==> src/rtl/mc_result_scaler.sv <==
// rtl/mc_result_scaler.sv - scales a Monte-Carlo hit count to round(hits*area/iterations)
module mc_result_scaler #(
  parameter int WIDTH      = 4,
  parameter int AREA_WIDTH = 4
) (
  input  logic                        clk,
  input  logic                        rst,
  input  logic                        start,
  input  logic [WIDTH-1:0]            hits,
  input  logic [WIDTH-1:0]            iterations,
  input  logic [AREA_WIDTH-1:0]       area,
  output logic                        busy,
  output logic                        done,
  output logic [WIDTH+AREA_WIDTH-1:0] estimate,
  output logic                        div_by_zero
);

  localparam int PW = WIDTH + AREA_WIDTH;
  localparam int CW = $clog2(PW) + 1;

  typedef enum logic [2:0] {IDLE, MUL, DIV, ROUND, DONE} state_t;

  state_t          state_q, state_d;
  logic [WIDTH-1:0] hits_q, hits_d;
  logic [WIDTH-1:0] iter_q, iter_d;
  logic [PW-1:0]    mcand_q, mcand_d;
  logic [PW-1:0]    product_q, product_d;
  logic [WIDTH:0]   rem_q, rem_d;
  logic [PW-1:0]    quot_q, quot_d;
  logic [CW-1:0]    cnt_q, cnt_d;
  logic [PW-1:0]    estimate_q, estimate_d;
  logic             busy_q, busy_d;
  logic             done_q, done_d;
  logic             dbz_q, dbz_d;
  logic [WIDTH:0]   rem_shift;

  always_comb begin
    state_d    = state_q;
    hits_d     = hits_q;
    iter_d     = iter_q;
    mcand_d    = mcand_q;
    product_d  = product_q;
    rem_d      = rem_q;
    quot_d     = quot_q;
    cnt_d      = cnt_q;
    estimate_d = estimate_q;
    dbz_d      = dbz_q;
    done_d     = 1'b0;
    rem_shift  = {rem_q[WIDTH-1:0], product_q[PW-1]};

    case (state_q)
      IDLE: begin
        if (start) begin
          hits_d    = hits;
          iter_d    = iterations;
          mcand_d   = PW'(area);
          product_d = '0;
          rem_d     = '0;
          quot_d    = '0;
          dbz_d     = 1'b0;
          if (iterations == '0) begin
            state_d = DONE;
          end else begin
            state_d = MUL;
            cnt_d   = CW'(WIDTH - 1);
          end
        end
      end
      MUL: begin
        // hits is consumed LSB first while the multiplicand walks left
        if (hits_q[0]) product_d = product_q + mcand_q;
        hits_d  = hits_q >> 1;
        mcand_d = mcand_q << 1;
        if (cnt_q == '0) begin
          state_d = DIV;
          cnt_d   = CW'(PW - 1);
        end else begin
          cnt_d = cnt_q - 1'b1;
        end
      end
      DIV: begin
        product_d = product_q << 1;
        if (rem_shift >= {1'b0, iter_q}) begin
          rem_d  = rem_shift - {1'b0, iter_q};
          quot_d = {quot_q[PW-2:0], 1'b1};
        end else begin
          rem_d  = rem_shift;
          quot_d = {quot_q[PW-2:0], 1'b0};
        end
        if (cnt_q == '0) state_d = ROUND;
        else             cnt_d   = cnt_q - 1'b1;
      end
      ROUND: begin
        if (({rem_q, 1'b0} >= {2'b00, iter_q}) && (quot_q != '1))
          estimate_d = quot_q + 1'b1;
        else
          estimate_d = quot_q;
        state_d = DONE;
      end
      DONE: begin
        done_d = 1'b1;
        if (iter_q == '0) begin
          estimate_d = '1;
          dbz_d      = 1'b1;
        end
        state_d = IDLE;
      end
      default: state_d = IDLE;
    endcase

    busy_d = (state_d != IDLE);
  end

  always_ff @(posedge clk or negedge rst) begin
    if (!rst) begin
      state_q    <= IDLE;
      hits_q     <= '0;
      iter_q     <= '0;
      mcand_q    <= '0;
      product_q  <= '0;
      rem_q      <= '0;
      quot_q     <= '0;
      cnt_q      <= '0;
      estimate_q <= '0;
      busy_q     <= 1'b0;
      done_q     <= 1'b0;
      dbz_q      <= 1'b0;
    end else begin
      state_q    <= state_d;
      hits_q     <= hits_d;
      iter_q     <= iter_d;
      mcand_q    <= mcand_d;
      product_q  <= product_d;
      rem_q      <= rem_d;
      quot_q     <= quot_d;
      cnt_q      <= cnt_d;
      estimate_q <= estimate_d;
      busy_q     <= busy_d;
      done_q     <= done_d;
      dbz_q      <= dbz_d;
    end
  end

  assign busy        = busy_q;
  assign done        = done_q;
  assign estimate    = estimate_q;
  assign div_by_zero = dbz_q;

endmodule

==> config.mk <==
export PLATFORM = sky130hd
export DESIGN_NAME = mc_result_scaler
export DESIGN_NICKNAME = d
export VERILOG_FILES = /design/src/rtl/mc_result_scaler.sv
export SDC_FILE = /design/constraint.sdc
export NUM_CORES = 1
export LEC_CHECK = 0
export BUFFER_PORTS_ARGS = -buffer_cell sky130_fd_sc_hd__buf_4
export CORE_MARGIN = 10
export CORE_UTILIZATION = 40
export DETAILED_ROUTE_END_ITERATION = 10
export PLACE_DENSITY = 0.56
export SKIP_CTS_REPAIR_TIMING = 1
export SLEW_MARGIN = 20
export SYNTH_ARGS = -nofsm -noshare
export SYNTH_HDL_FRONTEND = slang
export SYNTH_SLANG_ARGS = --single-unit
export TNS_END_PERCENT = 50
==> constraint.sdc <==
create_clock -name clk -period 2.25 [get_ports clk]
set_input_delay 0.45 -clock clk [delete_from_list [all_inputs] [get_ports clk]]
set_output_delay 0.45 -clock clk [all_outputs]
set_load 0.005 [all_outputs]
==> impl_summary.md, run 1 <==
Clocking
The clock net sink count is 55. Clock-pin slew was measured on the worst setup and hold paths at 100 ps. The maximum root-to-sink buffer count is 2. The H-tree was split into 2 levels. TritonCTS built the clock tree. The clock network latency to the later pin of the worst-skew pair is 300 ps. In this run, CTS created clock tree buffers numbering 5. The root buffer cell is sky130_fd_sc_hd__clkbuf_8.

Synth
After synthesis, the netlist uses 51 different library cells. The post-synthesis net count is 344. Among all flip-flop cells after synthesis, the most frequent one is sky130_fd_sc_hd__dfrtp_1. The portion of the post-synthesis area used by sequential elements is 46.03%. The synthesized design contains 55 register bits. The share of flip-flops with an asynchronous set or reset after synthesis is 100.0%. Ranked by total cell area, the synthesized netlist is headed by sky130_fd_sc_hd__dfrtp_1 (46%), sky130_fd_sc_hd__ha_1 (5.4%), sky130_fd_sc_hd__nand2_1 (4.9%).

sky130_fd_sc_hd__dfrtp_1 takes more of the synthesized area than any other cell. The number of standard cells after synthesis is 314. The area of the mapped netlist is 2990 um^2. The number of flops mapped to enable cells by yosys is 0. The mean cell area of the mapped netlist is 9.523 um^2.

The Yosys step of the flow raised 0 warnings. The area share of the largest cell type after synthesis is 46.03%.

Global route
The global router's overall resource usage is 11.92%. The initial antenna violation count is 0. The maximum number of pins on one net before global-route repair is 56. The overall overflow remaining after global route is 0. The via count of the first global-routing pass was 2319. The first global-routing pass estimated 11.27 mm of wire.

STA
Static timing analysis puts the maximum clock frequency at 0.5051 GHz. Setup repair after global routing left no endpoint under its margin. The number of max-slew violations in the final report is 0. The final count of negative-setup-slack endpoints is 0. The worst pin sits at a relative slew slack of 42.32%. The transition time of the tightest slew-check pin is 862.0 ps. The clock period minus worst slack is 1980 ps. The final critical path takes up 88.00% of the cycle. Setup total negative slack on the finished layout was measured at 0 ps. The smallest setup slack after layout is 270.0 ps. Across all hold checks on the routed design, the worst slack comes to 164.7 ps.

Clock skew on the completed layout was measured at 6.211 ps. The hold violation total from the final report is 0.

Floorplan
The die covers 11330 um^2. The count of standard-cell rows is 31. The I/O pin count is 26.

The effective utilization at floorplan is 41.23%. The die outline height is 106.5 um. The core outline area is 7253 um^2. The width of the die is 106.5 um.

Layout
The number of inserted diodes is 0. The fraction of final layout cells with drive strength greater than 1 is 14.66%. In the final layout, the multi-input gates occupy 1478 um^2. The final layout contains 370 nets.

The library cells used most frequently in the layout, excluding fill and tap cells, are sky130_fd_sc_hd__dfrtp_1 (55), sky130_fd_sc_hd__nand2_1 (39), sky130_fd_sc_hd__nor2_1 (35), sky130_fd_sc_hd__buf_4 (33), sky130_fd_sc_hd__a21oi_1 (25). The register area is 1376 um^2. The most frequent standard cell in the layout excluding fill and tap cells is sky130_fd_sc_hd__dfrtp_1.

Relative to the synthesized area, the layout overhead comes to 12.55%. The number of filler instances in the final layout is 714.

Detailed routing
The number of detailed-routing iterations run before antenna repair is 4. The detailed-route wire length per cell is 15.00 um. After the first detailed-routing iteration, the DRC count stood at 66. The routed layout has 2335 vias. The remaining antenna violation count after routing is 0.

The number of remaining DRC errors is 0. The total wire length after detailed routing is 6.599 mm. The number of vias per cell is 5.307.

Setup path
The critical path goes through inv_1 > ha_1 > o21ai_1 > a21oi_1 > or4_4 > and2_0 > o21ai_1 > o21a_1. Among the stages of the critical path, the cell type that occurs most often is sky130_fd_sc_hd__o21ai_1. Among cell families on the critical path, the largest total delay comes from simple AND/OR/NAND/NOR gates.

The combined buffer and inverter count along the critical path is 1. The required time of the critical path is 2500 ps. For this run, the slowest stage of the critical path takes 460 ps. The startpoint type of the worst setup path is a register. The critical-path maximum fanout is 6. The slowest stage of the critical path is the sky130_fd_sc_hd__or4_4 cell. The nature of the critical path endpoint is a register.

The path type of the worst setup path is register to register. The startpoint of the most critical setup path is iter_q[2]. The start of the worst register-to-register path is iter_q[2]. The arrival time at the worst endpoint is 2230 ps.

Flow run
Across the run, the number of max-cap violations was 0.

Placement
The final weighted congestion in routability-driven placement is 0.7865. After legalization and detailed placement, the total HPWL measured 4.802 mm. Before CTS, the worst setup slack after placement is 301.0 ps. The number of buffers inserted by port buffering is 25.

Status
The run finished with clean final reports.

Power and ir drop
The leakage power is 1.574 nW. Across the VDD grid, the largest voltage drop is 0.7067 mV. The total power density per cell area is 1600 nW/um^2.

Min path
In this run the worst hold path is classified as input pin to async pin.
## Yosys cell counts, types with 2 or more instances
library cell,instances
sky130_fd_sc_hd__o22ai_1,6
sky130_fd_sc_hd__and3b_1,2
sky130_fd_sc_hd__o211ai_1,4
sky130_fd_sc_hd__nor4b_2,2
sky130_fd_sc_hd__o21a_1,2
sky130_fd_sc_hd__and2_1,2
sky130_fd_sc_hd__a21oi_1,25
sky130_fd_sc_hd__xnor2_1,6
sky130_fd_sc_hd__buf_6,2
sky130_fd_sc_hd__nand4_1,3
sky130_fd_sc_hd__nor3b_2,2
sky130_fd_sc_hd__a21o_1,4
sky130_fd_sc_hd__nor2_1,35
sky130_fd_sc_hd__nor3_1,4
sky130_fd_sc_hd__a31oi_1,5
sky130_fd_sc_hd__nand3_1,7
sky130_fd_sc_hd__nor3b_1,4
sky130_fd_sc_hd__inv_1,15
sky130_fd_sc_hd__a22oi_1,5
sky130_fd_sc_hd__nand2_1,39
sky130_fd_sc_hd__o21ai_1,3
sky130_fd_sc_hd__o21ai_0,10
sky130_fd_sc_hd__xor2_1,7
sky130_fd_sc_hd__nand2b_1,3
sky130_fd_sc_hd__clkbuf_1,4
sky130_fd_sc_hd__dfrtp_1,55
sky130_fd_sc_hd__mux2i_1,3
sky130_fd_sc_hd__ha_1,13
sky130_fd_sc_hd__nor2b_1,2
sky130_fd_sc_hd__a22o_1,13
sky130_fd_sc_hd__buf_2,6
sky130_fd_sc_hd__fa_1,2
## registers in the layout, summed over array words and instances, names as in the netlist
name / cells
div_by_zero: 1
hits_q: 4
iter_q: 4
busy: 1
done: 1
cnt_q: 4
estimate: 8
quot_q: 8
mcand_q: 8
rem_q: 5
product_q: 8
state_q: 3
## final cells by class
cell class	count	share of cell area, %
inverter	15	1.673
sequential	55	40.89
tap	99	3.680
timing repair buffer	33	7.361
clock inverter	3	0.4461
multi-input combinational	230	43.90
clock buffer	5	2.045
## path summary, 6_finish.rpt
check                                to  slack [ps]  cells past startpoint
max in group asynchronous  product_q[0]        1590                      1
min reg2reg                    rem_q[1]         510                      2
max                         estimate[2]         270                      8
min                         div_by_zero         160                      1
min in group clk              iter_q[0]         350                      3
max reg2reg                 estimate[2]         270                      8
## cells by family after synthesis
family	count (synthesis)	synth area share (%)
multiplexers	3	1.004
XOR/XNOR	13	3.808
buffers and inverters	29	4.560
adder cells (fa/ha/maj)	15	6.778
flip-flops	55	46.03
AO/OA/AOI/OAI	86	19.16
AND/OR/NAND/NOR	113	18.66
## power by group
group          internal [mW]  leakage (nW)  total, mW  switching, mW
clock                  0.215        0.0477      0.545          0.331
combinational           1.37         0.834       3.10           1.73
sequential              1.40         0.693       1.74          0.346
total                   2.98          1.57       5.38           2.41
## layer usage
metal | track usage (%) | vias to the layer above | routed length [um]
met5 | 0 | - | 0
met4 | 2.901 | 0 | 44
met1 | 14.99 | 1142 | 3080
met3 | 2.838 | 5 | 220
met2 | 20.14 | 25 | 3254
li1 | - | 1163 | -
## metrics by stage
step	instances	area, um^2	power (mW)	utilization (%)
after floorplan	314	2990	4.066	-
after global placement	432	3282	4.840	45.25
after detailed placement	432	3282	4.869	45.25
after CTS	440	3366	5.439	46.40
after global routing	440	3366	5.946	46.40
final	440	3366	5.384	46.40
No activity file was read; power rests on OpenSTA's default activity.
==> run 2: changes to the inputs <==
- REMOVE_ABC_BUFFERS: default -> 1
==> run 2 against run 1 <==
Effect of this change:
- first-iteration DRC count up 36%
- sequential cell count unchanged
- sequential power about the same
- via count down 1.3%
- critical path depth unchanged
- global-route usage up 0.13 points
- cell area about the same
- clock skew up 3.0 ps
- critical path type unchanged
==> impl_summary.md, run 2 (same netlist as run 1, synthesis figures left out) <==
STA
The share of the cycle needed by the critical path after routing is 86.72% (was 88.00%). The final count of negative-setup-slack endpoints is 0 (unchanged). The transition time of the tightest slew-check pin is 907.2 ps (was 862.0 ps).

The worst-case headroom to the max-slew limit was 39.30% (was 42.32%). The largest clock skew in the final design was 9.212 ps (was 6.211 ps). The smallest setup slack after layout is 298.8 ps (was 270.0 ps). The hold violation total from the final report came to 0 (unchanged). The clock period minus worst slack was 1951 ps (was 1980 ps). The number of max-slew violations in the final report was 0 (unchanged). Unrepaired setup endpoints after global routing: false (unchanged). The highest achievable clock rate is 0.5125 GHz (was 0.5051 GHz). The sum of negative setup slack is 0 ps (unchanged).

Layout
The number of filler instances in the final layout is 722 (was 714). The fraction of final layout cells with drive strength greater than 1 was 14.41% (was 14.66%). The most frequent standard cell in the layout excluding fill and tap cells is sky130_fd_sc_hd__dfrtp_1 (unchanged). Top library cells by usage in the layout, fill and taps aside: sky130_fd_sc_hd__dfrtp_1 (55), sky130_fd_sc_hd__nand2_1 (39), sky130_fd_sc_hd__nor2_1 (35), sky130_fd_sc_hd__buf_4 (32), sky130_fd_sc_hd__a21oi_1 (25) (was sky130_fd_sc_hd__dfrtp_1 (55), sky130_fd_sc_hd__nand2_1 (39), sky130_fd_sc_hd__nor2_1 (35), sky130_fd_sc_hd__buf_4 (33), sky130_fd_sc_hd__a21oi_1 (25)). The end-of-flow core utilization came to 46.44% (was 46.40%). The number of inserted diodes is 0 (unchanged). The register area is 1376 um^2 (unchanged). The final-stage net count was 369 (was 370).

The total area of multi-input combinational cells is 1478 um^2 (unchanged). The synthesis-to-layout area growth is 12.64% (was 12.55%).

Setup path
The arrival time at the worst endpoint is 2170 ps (was 2230 ps). The combined buffer and inverter count along the critical path came to 1 (unchanged). The destination of the worst register-to-register timing path was estimate[1] (was estimate[2]).

The startpoint type of the worst setup path is a register (unchanged). The start of the worst register-to-register path is iter_q[2] (unchanged). The kind of cell adding the most delay to the critical path is simple AND/OR/NAND/NOR gates (unchanged). The maximum cell stage delay along the critical path is 460 ps (about the same). The number of cell instances on the worst register-to-register path came to 8 (unchanged). The required time of the critical path is 2460 ps (was 2500 ps).

The setup slack on the worst flop-to-flop path is 300 ps (was 270 ps). The critical-path maximum fanout is 6 (unchanged). The nature of the critical path endpoint was a register (unchanged).

Critical-path cell list: inv_1 > ha_1 > o21ai_1 > a21oi_1 > or4_4 > o21ai_2 > mux2i_1 > a21oi_1 (was inv_1 > ha_1 > o21ai_1 > a21oi_1 > or4_4 > and2_0 > o21ai_1 > o21a_1). The critical path's slowest cell is sky130_fd_sc_hd__or4_4 (unchanged). The cell type with the highest occurrence count on the critical path is sky130_fd_sc_hd__a21oi_1 (was sky130_fd_sc_hd__o21ai_1). The path type of the worst setup path was register to register (unchanged).

Global route
The global-route wire length before repair is 11.34 mm (was 11.27 mm). The initial antenna violation count was 0 (unchanged). The maximum number of pins on one net before global-route repair was 56 (unchanged). The overall overflow remaining after global route was 0 (unchanged).

The via count of the first global-routing pass is 2361 (was 2319). The global router's overall resource usage came to 12.05% (was 11.92%).

Flow run
The number of max-capacitance violations reported is 0 (unchanged).

Min path
The kind of path behind the tightest hold check is input pin to async pin (unchanged).

Clocking
The clock network latency to the later pin of the worst-skew pair was 310 ps (was 300 ps). The total clock buffers created by CTS is 5 (unchanged). The TritonCTS clock tree is yes (unchanged). The maximum root-to-sink buffer count is 2 (unchanged). The clock net sink count came to 55 (unchanged). The root buffer cell was sky130_fd_sc_hd__clkbuf_8 (unchanged). The H-tree depth reported by CTS came to 2 (unchanged). The clock transition at the registers of the reported paths came to 110 ps (was 100 ps).

Detailed routing
The remaining antenna violation count after routing was 0 (unchanged). The detailed-route via count is 2305 (was 2335). The detailed-route wire length per cell is 14.84 um (was 15.00 um). The number of detailed-routing iterations run before antenna repair is 4 (unchanged). The number of remaining DRC errors was 0 (unchanged). The total wire length after detailed routing is 6.516 mm (was 6.599 mm). The number of vias per cell is 5.251 (was 5.307). The number of DRC violations after detailed-routing iteration 0 is 90 (was 66).

Power and ir drop
The total power density per cell area is 1593 nW/um^2 (was 1600 nW/um^2). The leakage power is 1.567 nW (was 1.574 nW). The maximum ir drop on the vdd rail is 0.7673 mV (was 0.7067 mV).

Floorplan
The effective utilization at floorplan is 41.23% (unchanged). The I/O pin count is 26 (unchanged). The die footprint was 11330 um^2 (unchanged). The count of standard-cell rows was 31 (unchanged). The width of the die came to 106.5 um (unchanged). The core outline area is 7253 um^2 (unchanged). The die outline height is 106.5 um (unchanged).

Placement
The setup slack after placement was 310.0 ps (was 301.0 ps). The half-perimeter wire length of the detailed placement result came to 4.728 mm (was 4.802 mm). The final weighted congestion in routability-driven placement came to 0.8291 (was 0.7865). The number of buffers inserted by port buffering is 25 (unchanged).

Status
Status: complete, no violations (unchanged).
run 2: metal layers:
metal / global-route usage, % / routed length, um
met1: 14.81 / 3064
met2: 20.76 / 3282
met3: 2.476 / 133
met4: 3.578 / 36
met5: 0 / 0
run 2: area by class of cell:
| class | instances | share of cell area, % |
|---|---|---|
| clock inverter | 3 | 0.7429 |
| clock buffer | 5 | 2.043 |
| timing repair buffer | 32 | 7.132 |
| inverter | 15 | 1.672 |
| multi-input combinational | 230 | 43.87 |
| sequential | 55 | 40.86 |
| tap | 99 | 3.678 |
run 2: worst register-to-register path, stage by stage (launching register included):
cell and delay [ps]:
sky130_fd_sc_hd__dfrtp_1 360, sky130_fd_sc_hd__inv_1 60, sky130_fd_sc_hd__ha_1 370, sky130_fd_sc_hd__o21ai_1 150, sky130_fd_sc_hd__a21oi_1 60, sky130_fd_sc_hd__or4_4 460, sky130_fd_sc_hd__o21ai_2 110, sky130_fd_sc_hd__mux2i_1 200
sky130_fd_sc_hd__a21oi_1 80
run 2: report_power, final:
| part | internal [mW] | leakage [nW] | switching, mW |
|---|---|---|---|
| clock | 0.224 | 0.0443 | 0.348 |
| combinational | 1.34 | 0.830 | 1.70 |
| sequential | 1.40 | 0.693 | 0.355 |
run 2: through the flow:
step,cell area (um^2),std cells,power (mW),hold WS (ps)
floorplan,2910,300,3.961,154.4
global placement,3274,431,4.813,477.6
detailed placement,3274,431,4.823,486.5
CTS,3368,439,5.422,205.1
global route,3368,439,5.940,232.3
finish,3368,439,5.366,180.0
run 2: how the worst max path moves through the flow:
stage,startpoint,to,slack [ps],depth (start not counted)
floorplan,state_q[2],quot_q[1],290,3
CTS,iter_q[2],estimate[1],290,8
global route,iter_q[2],estimate[1],130,8
global placement,iter_q[1],estimate[6],330,8
finish,iter_q[2],estimate[1],300,8
detailed placement,iter_q[2],estimate[1],310,8
